--- config.mk ---
export PLATFORM = sky130hd
export DESIGN_NAME = maj_popcount_accum
export DESIGN_NICKNAME = d
export VERILOG_FILES = /design/src/rtl/maj_pkg.sv /design/src/rtl/maj_popcount.sv /design/src/rtl/maj_popcount_accum.sv
export SDC_FILE = /design/constraint.sdc
export NUM_CORES = 1
export LEC_CHECK = 0
export CAP_MARGIN = 20
export CORE_ASPECT_RATIO = 0.75
export CORE_MARGIN = 2
export CORE_UTILIZATION = 45
export CTS_BUF_LIST = sky130_fd_sc_hd__clkbuf_4
export DETAILED_ROUTE_END_ITERATION = 7
export PLACE_DENSITY = 0.77
export SLEW_MARGIN = 5
export SYNTH_ARGS = -nofsm -noshare
export SYNTH_HDL_FRONTEND = slang
export SYNTH_SLANG_ARGS = --single-unit
--- constraint.sdc ---
create_clock -name clk -period 2.59 [get_ports clk]
set_input_delay 0.777 -clock clk [delete_from_list [all_inputs] [get_ports clk]]
set_output_delay 0.777 -clock clk [all_outputs]
set_load 0.01 [all_outputs]
--- src/rtl/maj_pkg.sv ---
// Shared definitions for the XNOR-majority datapath stages.
//   pc_width(p)  : bits needed to hold a popcount of a p-bit vector (0..p)
//   ACC_W_DEFAULT: default accumulator / sum / threshold width
//   sat_add()    : unsigned add clipped to 2^w-1, also reporting the clip
//   out_state_t  : one-entry output register occupancy
package maj_pkg;

    localparam int ACC_W_DEFAULT = 12;

    typedef enum logic {
        ST_EMPTY = 1'b0,
        ST_FULL  = 1'b1
    } out_state_t;

    // Result of a saturating add; sum never exceeds 2^w-1.
    typedef struct packed {
        logic        sat;
        logic [31:0] sum;
    } sat_sum_t;

    function automatic int pc_width(input int p);
        return $clog2(p + 1);
    endfunction

    // Operands are carried at 32 bits so one helper serves any width up to 31;
    // the extra carry bit keeps the unclipped sum exact for the overflow test.
    function automatic sat_sum_t sat_add(input logic [31:0] a,
                                         input logic [31:0] b,
                                         input int unsigned w);
        sat_sum_t    res;
        logic [32:0] full_sum;
        logic [32:0] max_val;
        full_sum = {1'b0, a} + {1'b0, b};
        max_val  = (33'd1 << w) - 33'd1;
        if (full_sum > max_val) begin
            res.sat = 1'b1;
            res.sum = max_val[31:0];
        end else begin
            res.sat = 1'b0;
            res.sum = full_sum[31:0];
        end
        return res;
    endfunction

endpackage

--- src/rtl/maj_popcount.sv ---
// Combinational population count of a P-bit vector.
//   in_bits : P input bits
//   count   : number of set bits, pc_width(P) wide
module maj_popcount
    import maj_pkg::*;
#(
    parameter int P = 8
) (
    input  logic [P-1:0]           in_bits,
    output logic [pc_width(P)-1:0] count
);

    localparam int PC_W = pc_width(P);

    logic [PC_W-1:0] bit_ext [P];

    generate
        for (genvar gi = 0; gi < P; gi++) begin : g_ext
            assign bit_ext[gi] = PC_W'(in_bits[gi]);
        end
    endgenerate

    always_comb begin
        count = '0;
        for (int i = 0; i < P; i++) begin
            count = count + bit_ext[i];
        end
    end

endmodule

--- src/rtl/maj_popcount_accum.sv ---
// Popcount-and-accumulate stage behind the XNOR-majority array.
// Each accepted beat adds popcount(in_m) to a saturating accumulator; the
// beat flagged in_last closes the group, and its total, threshold decision
// and saturation flag are registered into a one-entry output buffer.
//   clk, rst               : clock, asynchronous active-high reset
//   in_valid/in_ready      : input beat handshake
//   in_m, in_last          : majority bits, end-of-group marker
//   thresh                 : activation threshold, used on the last beat
//   out_valid/out_ready    : result handshake
//   out_sum, out_act       : saturated group total, (out_sum >= thresh)
//   out_sat                : accumulator clipped somewhere in the group
module maj_popcount_accum
    import maj_pkg::*;
#(
    parameter int P     = 8,
    parameter int ACC_W = ACC_W_DEFAULT   // 2^ACC_W > P, at most 31
) (
    input  logic             clk,
    input  logic             rst,
    input  logic             in_valid,
    output logic             in_ready,
    input  logic [P-1:0]     in_m,
    input  logic             in_last,
    input  logic [ACC_W-1:0] thresh,
    output logic             out_valid,
    input  logic             out_ready,
    output logic [ACC_W-1:0] out_sum,
    output logic             out_act,
    output logic             out_sat
);

    localparam int PC_W = pc_width(P);

    logic [PC_W-1:0]  pc;
    sat_sum_t         sum_res;
    logic [ACC_W-1:0] nxt;
    logic             beat_sat;
    logic             act_next;
    logic             accept;
    logic             last_accept;
    logic             drain;

    logic [ACC_W-1:0] acc_reg;
    logic             sat_acc_reg;
    logic [ACC_W-1:0] out_sum_reg;
    logic             out_act_reg;
    logic             out_sat_reg;
    out_state_t       state_reg;
    out_state_t       state_next;

    maj_popcount #(.P(P)) u_popcount (
        .in_bits (in_m),
        .count   (pc)
    );

    // The clipped sum fits in ACC_W bits, so its upper bits are zero and the
    // 32-bit compare equals the ACC_W-bit unsigned compare.
    assign sum_res  = sat_add(32'(acc_reg), 32'(pc), ACC_W);
    assign nxt      = sum_res.sum[ACC_W-1:0];
    assign beat_sat = sum_res.sat;
    assign act_next = (sum_res.sum >= 32'(thresh));

    // A drained slot can be refilled in the same cycle, so a full buffer
    // only stalls the input while the consumer is not taking it.
    assign in_ready    = (state_reg == ST_EMPTY) || out_ready;
    assign accept      = in_valid && in_ready;
    assign last_accept = accept && in_last;
    assign drain       = (state_reg == ST_FULL) && out_ready;

    always_ff @(posedge clk or posedge rst) begin
        if (rst) begin
            state_reg <= ST_EMPTY;
        end else begin
            state_reg <= state_next;
        end
    end

    always_comb begin
        state_next = state_reg;
        case (state_reg)
            ST_EMPTY: if (last_accept)           state_next = ST_FULL;
            ST_FULL:  if (drain && !last_accept) state_next = ST_EMPTY;
            default:                             state_next = ST_EMPTY;
        endcase
    end

    always_ff @(posedge clk or posedge rst) begin
        if (rst) begin
            acc_reg     <= '0;
            sat_acc_reg <= 1'b0;
            out_sum_reg <= '0;
            out_act_reg <= 1'b0;
            out_sat_reg <= 1'b0;
        end else if (accept) begin
            if (in_last) begin
                out_sum_reg <= nxt;
                out_act_reg <= act_next;
                out_sat_reg <= sat_acc_reg | beat_sat;
                acc_reg     <= '0;
                sat_acc_reg <= 1'b0;
            end else begin
                acc_reg <= nxt;
                if (beat_sat) begin
                    sat_acc_reg <= 1'b1;
                end
            end
        end
    end

    assign out_valid = (state_reg == ST_FULL);
    assign out_sum   = out_sum_reg;
    assign out_act   = out_act_reg;
    assign out_sat   = out_sat_reg;

endmodule
==> impl_metrics.tcl, run 1 <==
set metrics [dict create \
    status "complete, but fails checks" \
    violations "negative setup slack" \
    r2r_cells 14 \
    dp_hpwl_um 3890 \
    dieArea_um2 4860 \
    dr.pass1.iters 4 \
    grt_pass1_vias 2039 \
    ys.flop_type "dfrtp_1" \
    drtIter0Drc 159 \
    viasPerCell 5.73 \
    fin_crit_ns 5.23 \
    fin_skew_ns 0.0149 \
    power.density_nw_per_um2 729 \
    ys_seq_area_share_pct 36.1 \
    antenna_found_initial 0 \
    yosysWarnings 0 \
    grt-ovfl-total 0 \
    h-tree-depth 1 \
    min_path_type "flip-flop to flip-flop" \
    peakVddDrop_uv 610 \
    critPathMaxStageDelay_ns 0.60 \
    pwr-share-clk_pct 12.8 \
    final_cells 362 \
    p_sw_mw 0.916 \
    power_frac_comb_pct 62.9 \
    worst_pin_slew_ns 0.441 \
    synth_top_area_cell "dfrtp_1" \
    cp_slowest_cell "fa_2" \
    place_area_um2 2720 \
    ant_nets 0 \
    cp_max_fo 2 \
    final_layout_size_suffix_gt1_share_pct 39.1 \
    swShare_pct 38.7 \
    antenna_cells 0 \
    die_y_um 60.9 \
    async_flop_share_pct 100 \
    synth_cell_types 40 \
    pin_count 41 \
    area_growth_pct 67.3 \
    fin_crit_sh_pct 202 \
    crit_path_start_kind "input port" \
    synth.net_count 265 \
    path_cells "buf_6, ha_4, inv_2, fa_1, fa_1, inv_1, fa_2, fa_2, ha_1, a211oi_2, o21bai_2, buf_4, nand2_1, xor2_1, nand2_1, ha_1, a22o_1, o41ai_2, a21oi_1" \
    ys_seq_elements 28 \
    insertion_delay_ns 0.35 \
    dp.cells 340 \
    whs_path_depth 2 \
    p_seq_share_pct 24.3 \
    final_area_um2 3250 \
    drc_errors 0 \
    hold_violations 0 \
    clock.fmax_mhz 191 \
    netlist_instances 216 \
    grt_pass1_wl_um 9820 \
    worstPathRequired_ns 2.82 \
    grt_use_total_pct 26.7 \
    grt_max_degree 29 \
    rsz0062_at_grt "true" \
    root_buffer "clkbuf_4" \
    worst-setup-path-type "input port to flip-flop" \
    drv_slew 0 \
    yosys-top-cells-area "dfrtp_1, ha_1, inv_1, fa_1, nand2_1" \
    clockBufferDepth 2 \
    wirelength_um 6930 \
    vias 2076 \
    syn_avg_cell_area_um2 8.99 \
    ctsHoldBuffers 0 \
    routedWlPerCell_um 19.1 \
    clk_pin_slew_ns 0.16 \
    start_util_pct 47.3 \
    crit_arrival_ns 5.46 \
    intPower_mw 1.45 \
    multi_input_area_um2 1440 \
    synth_edf_count 0 \
    cts_buffers 3 \
    slew_headroom_pct 70.6 \
    netlist_area_um2 1940 \
    p_leak_nw 1.53 \
    seqCellArea_um2 701 \
    cts.sinks 28 \
    final-setup-viol-count 27 \
    layout_commonest_cell "buf_4" \
    final_cell_mix "buf_4, clkdlybuf4s50_1, dfrtp_1, inv_1, buf_6" \
    nets 357 \
    num-fill-cells 239 \
    core_area_um2 4100 \
    row_count 20 \
    die_w_um 79.9 \
    synth_top_area_share_pct 36.1 \
    crit_path_end_kind "flip-flop" \
    layout_setup_ws_ns -2.64 \
    maxCapViolCount 0 \
    cts_tree "built" \
    gp_routability_congestion 0.833 \
    port-buffer-count 40 \
    hold_ws_ns 0.523 \
]
## layer usage
metal	wire length, um	GRT usage [%]	up-vias
met4	145	5.57	0
met2	3390	47.8	113
met5	0	0	-
met3	652	6.99	23
met1	2740	33.5	1005
li1	-	-	935
## worst max-delay path, delay by kind of cell
| family | cells | cell delay, ns |
|---|---|---|
| xor gates and xnor gates | 1 | 0.24 |
| and+or+nand+nor | 2 | 0.24 |
| AOI/OAI and AO/OA | 5 | 1.16 |
| buffers and inverters | 4 | 0.31 |
| adders and majority gates | 7 | 2.73 |
## path summary, 6_finish.rpt
check | start | end | slack [ns]
max | in_m[0] | out_act | -2.64
max in group asynchronous | rst | acc_reg[1] | 1.55
max reg2reg | acc_reg[0] | out_act | -0.43
min | out_sum[8] | out_sum[8] | 0.52
min reg2reg | out_sum[8] | out_sum[8] | 0.52
min in group asynchronous | rst | acc_reg[4] | 0.77
## power by group through the flow
stage               Clock (mW)  Sequential [mW]  Combinational (mW)
floorplan                    0            0.590               0.542
global route             0.320            0.583                1.59
global placement             0            0.572                1.02
detailed placement           0            0.576                1.04
CTS                      0.296            0.568                1.26
finish                   0.304            0.575                1.49
## through the flow
step | total power, mW | setup WS (ns) | util [%] | setup TNS (ns)
2_1_floorplan | 1.13 | -2.37 | - | -42.60
3_3_place_gp | 1.59 | -3.26 | 66.2 | -62.93
3_5_place_dp | 1.61 | -3.31 | 66.2 | -64.73
4_1_cts | 2.13 | -2.35 | 75.9 | -44.87
5_1_grt | 2.49 | -2.67 | 79.2 | -49.60
6_report | 2.37 | -2.64 | 79.2 | -47.79
## area by class of cell
cell class	count	area share, %
flip-flops and latches	28	21.6
inverters	27	3.12
clock inverters	1	0.924
clock buffers	3	0.693
multi-input cells	152	44.2
repair buffers	96	27.4
well taps	55	2.12
## synthesized netlist by cell type, drive strengths merged, types with 2 or more instances
cell type	count
clkbuf	4
nor2	13
and4	2
nand4	2
inv	27
fa	5
dfrtp	28
and2	2
nor3	2
a22o	4
nand2b	5
and3	5
a21oi	15
o21ai	16
buf	5
a31oi	8
mux2	5
o21a	3
nor2b	3
a211oi	2
ha	19
a21o	2
nand3	4
xor2	3
nand2	22
## timing repair
item / CTS / global route
pin swaps: 25 / 26
gates resized for setup: 69 / 26
setup buffers: 18 / 10
endpoints found under the setup margin: 28 / 27
## cells by family (layout without fill, tap and decap cells)
| logic type | Yosys count | in the layout | synth area share [%] |
|---|---|---|---|
| simple gates | 63 | 63 | 16.2 |
| compound gates | 56 | 56 | 17.8 |
| buf+inv | 36 | 127 | 7.73 |
| flops | 28 | 28 | 36.1 |
| fa+ha+maj | 24 | 24 | 17.4 |
| mux | 6 | 6 | 3.41 |
| xor+xnor | 3 | 3 | 1.35 |
Note: power is estimated with default switching activity, not from simulation.
==> run 2: changes to the inputs <==
--- a/config.mk
+++ b/config.mk
@@ -11,6 +11,7 @@
 export CORE_UTILIZATION = 45
 export CTS_BUF_LIST = sky130_fd_sc_hd__clkbuf_4
 export DETAILED_ROUTE_END_ITERATION = 7
+export HOLD_SLACK_MARGIN = 0.12
 export PLACE_DENSITY = 0.77
 export SLEW_MARGIN = 5
 export SYNTH_ARGS = -nofsm -noshare
==> results of run 2 <==
Same layout as run 1: the final DEF is identical, and so are final timing and power.
==> run 3: changes to the inputs <==
--- a/config.mk
+++ b/config.mk
@@ -9,7 +9,7 @@
 export CORE_ASPECT_RATIO = 0.75
 export CORE_MARGIN = 2
 export CORE_UTILIZATION = 45
-export CTS_BUF_LIST = sky130_fd_sc_hd__clkbuf_4
+export CTS_BUF_LIST = sky130_fd_sc_hd__clkbuf_4 sky130_fd_sc_hd__clkbuf_8 sky130_fd_sc_hd__clkbuf_16
 export DETAILED_ROUTE_END_ITERATION = 7
 export HOLD_SLACK_MARGIN = 0.12
 export PLACE_DENSITY = 0.77
==> run 3 against run 2 <==
Effect of this change:
- the run still ends with negative setup slack left
- global-route usage shrank 0.58 points
- power shrank 1.7%
- non-clock buffer count shrank 5
- count of clock-buffer cells in the layout is the same
- first-iteration DRC count shrank 27%
- final cell count shrank 1.4%
- worst setup slack gained 0.14 ns
- sequential power shrank 1%
- sequential cell count is the same
- utilization shrank 1.1 points
- clock skew shrank 0.011 ns
- largest cell class unchanged
==> impl_metrics.tcl, run 3 (synthesis results as in run 1) <==
set metrics [dict create \
    min_path_type "flip-flop to flip-flop" \
    hold_violations 0 \
    crit_path_start_kind "input port" \
    place_area_um2 2720 \
    layout_commonest_cell "buf_4" \
    rsz0062_at_grt "true" \
    dp.cells 340 \
    drc_errors 0 \
    ctsHoldBuffers 0 \
    vias 1949 \
    drtIter0Drc 116 \
    grtUsageMet1_pct 33.6 \
    routedWlPerCell_um 17.7 \
    ant_nets 0 \
    clk_pin_slew_ns 0.10 \
    grt_pass1_wl_um 9580 \
    fin_skew_ns 0.00389 \
    r2r_cells 12 \
    status "complete, but fails checks" \
    viasPerCell 5.46 \
    top_usage_layer "met2" \
    cts.sinks 28 \
    worstPathRequired_ns 2.76 \
    met2_usage_pct 45.1 \
    crit_path_end_kind "flip-flop" \
    port-buffer-count 40 \
    maxCapViolCount 0 \
    gp_routability_congestion 0.833 \
    dieArea_um2 4860 \
    violations "negative setup slack" \
    root_buffer "clkbuf_8" \
    final_cells 357 \
    drv_slew 0 \
    slew_headroom_pct 69.1 \
    antenna_cells 0 \
    fin_crit_sh_pct 197 \
    die_y_um 60.9 \
    crit_arrival_ns 5.26 \
    fin_crit_ns 5.09 \
    cts_buffers 3 \
    worst-setup-path-type "input port to flip-flop" \
    layout_setup_ws_ns -2.50 \
    antenna_found_initial 0 \
    dp_hpwl_um 3890 \
    h-tree-depth 1 \
    final_layout_size_suffix_gt1_share_pct 38.4 \
    finalPower_mw 2.33 \
    core_area_um2 4100 \
    final-setup-viol-count 27 \
    worst_pin_slew_ns 0.462 \
    insertion_delay_ns 0.28 \
    final_cell_mix "buf_4, clkdlybuf4s50_1, dfrtp_1, inv_1, nand2_1" \
    start_util_pct 47.3 \
    nets 352 \
    met3_usage_pct 6.10 \
    utilization_pct 78.1 \
    clockBufferDepth 2 \
    peakVddDrop_uv 580 \
    p_leak_nw 1.50 \
    grt-ovfl-total 0 \
    area_growth_pct 65.0 \
    pin_count 41 \
    power.density_nw_per_um2 727 \
    dr.pass1.iters 4 \
    cp_max_fo 4 \
    row_count 20 \
    cts_tree "built" \
    final_area_um2 3200 \
    grt_use_total_pct 26.2 \
    wirelength_um 6330 \
    grt_pass1_vias 2022 \
    die_w_um 79.9 \
    pre_cts_ws_ns -3.31 \
    grt_max_degree 29 \
    clock.fmax_mhz 196 \
    whs_path_depth 2 \
    num-fill-cells 244 \
]
[run 3: path summary, 6_finish.rpt]
path / start / end / slack (ns)
worst max-delay path: in_m[0] / out_act / -2.50
min in group asynchronous: rst / out_sum[9] / 0.86
worst min register to register: out_sum[8] / out_sum[8] / 0.51
max in group asynchronous: rst / acc_reg[1] / 1.47
worst min-delay path: out_sum[8] / out_sum[8] / 0.51
worst max register to register: acc_reg[3] / out_act / -0.31
[run 3: repair_timing]
action / 4_1_cts / 5_1_grt
endpoints found under the setup margin: 28 / 27
pin swaps: 28 / 25
resized for setup: 61 / 32
setup buffers: 13 / 9
[run 3: routing by layer]
layer | up-vias | share of wire, %
met5 | - | 0
met4 | 0 | 1.5
met3 | 12 | 5.2
met2 | 76 | 51
met1 | 943 | 42
li1 | 918 | -
[run 3: layout make-up]
| cell class | count | area, um2 | share of cell area [%] |
|---|---|---|---|
| multi-input cells | 152 | 1420 | 44.4 |
| clock buffers | 3 | 41.3 | 1.29 |
| repair buffers | 91 | 838 | 26.2 |
| inverters | 27 | 101 | 3.16 |
| clock inverters | 1 | 30.0 | 0.937 |
| well taps | 55 | 68.8 | 2.15 |
| flip-flops and latches | 28 | 701 | 21.9 |
[run 3: through the flow]
| stage | hold slack, ns | TNS (ns) |
|---|---|---|
| global placement | 0.466 | -62.93 |
| global route | 0.515 | -50.57 |
| floorplan | 0.462 | -42.60 |
| detailed placement | 0.482 | -64.73 |
| finish | 0.511 | -48.09 |
| CTS | 0.495 | -46.75 |
[run 3: power by group]
part / internal, mW / switching, mW / total (mW)
Combinational: 0.726 / 0.674 / 1.40
Sequential: 0.516 / 0.0530 / 0.569
Clock: 0.207 / 0.152 / 0.359
Total: 1.45 / 0.879 / 2.33
[run 3: worst max-delay path, stage by stage]
cell	delay [ns]
buf_6	0.10
ha_4	0.25
inv_2	0.03
fa_1	0.46
fa_1	0.49
inv_1	0.05
fa_2	0.37
fa_2	0.60
inv_2	0.04
fa_2	0.33
nand2b_4	0.17
a21oi_4	0.21
buf_6	0.12
nor2b_4	0.15
nor2_2	0.06
ha_1	0.29
nand2b_1	0.15
a21oi_1	0.16
nor2_1	0.08
o41ai_2	0.23
a21oi_1	0.11
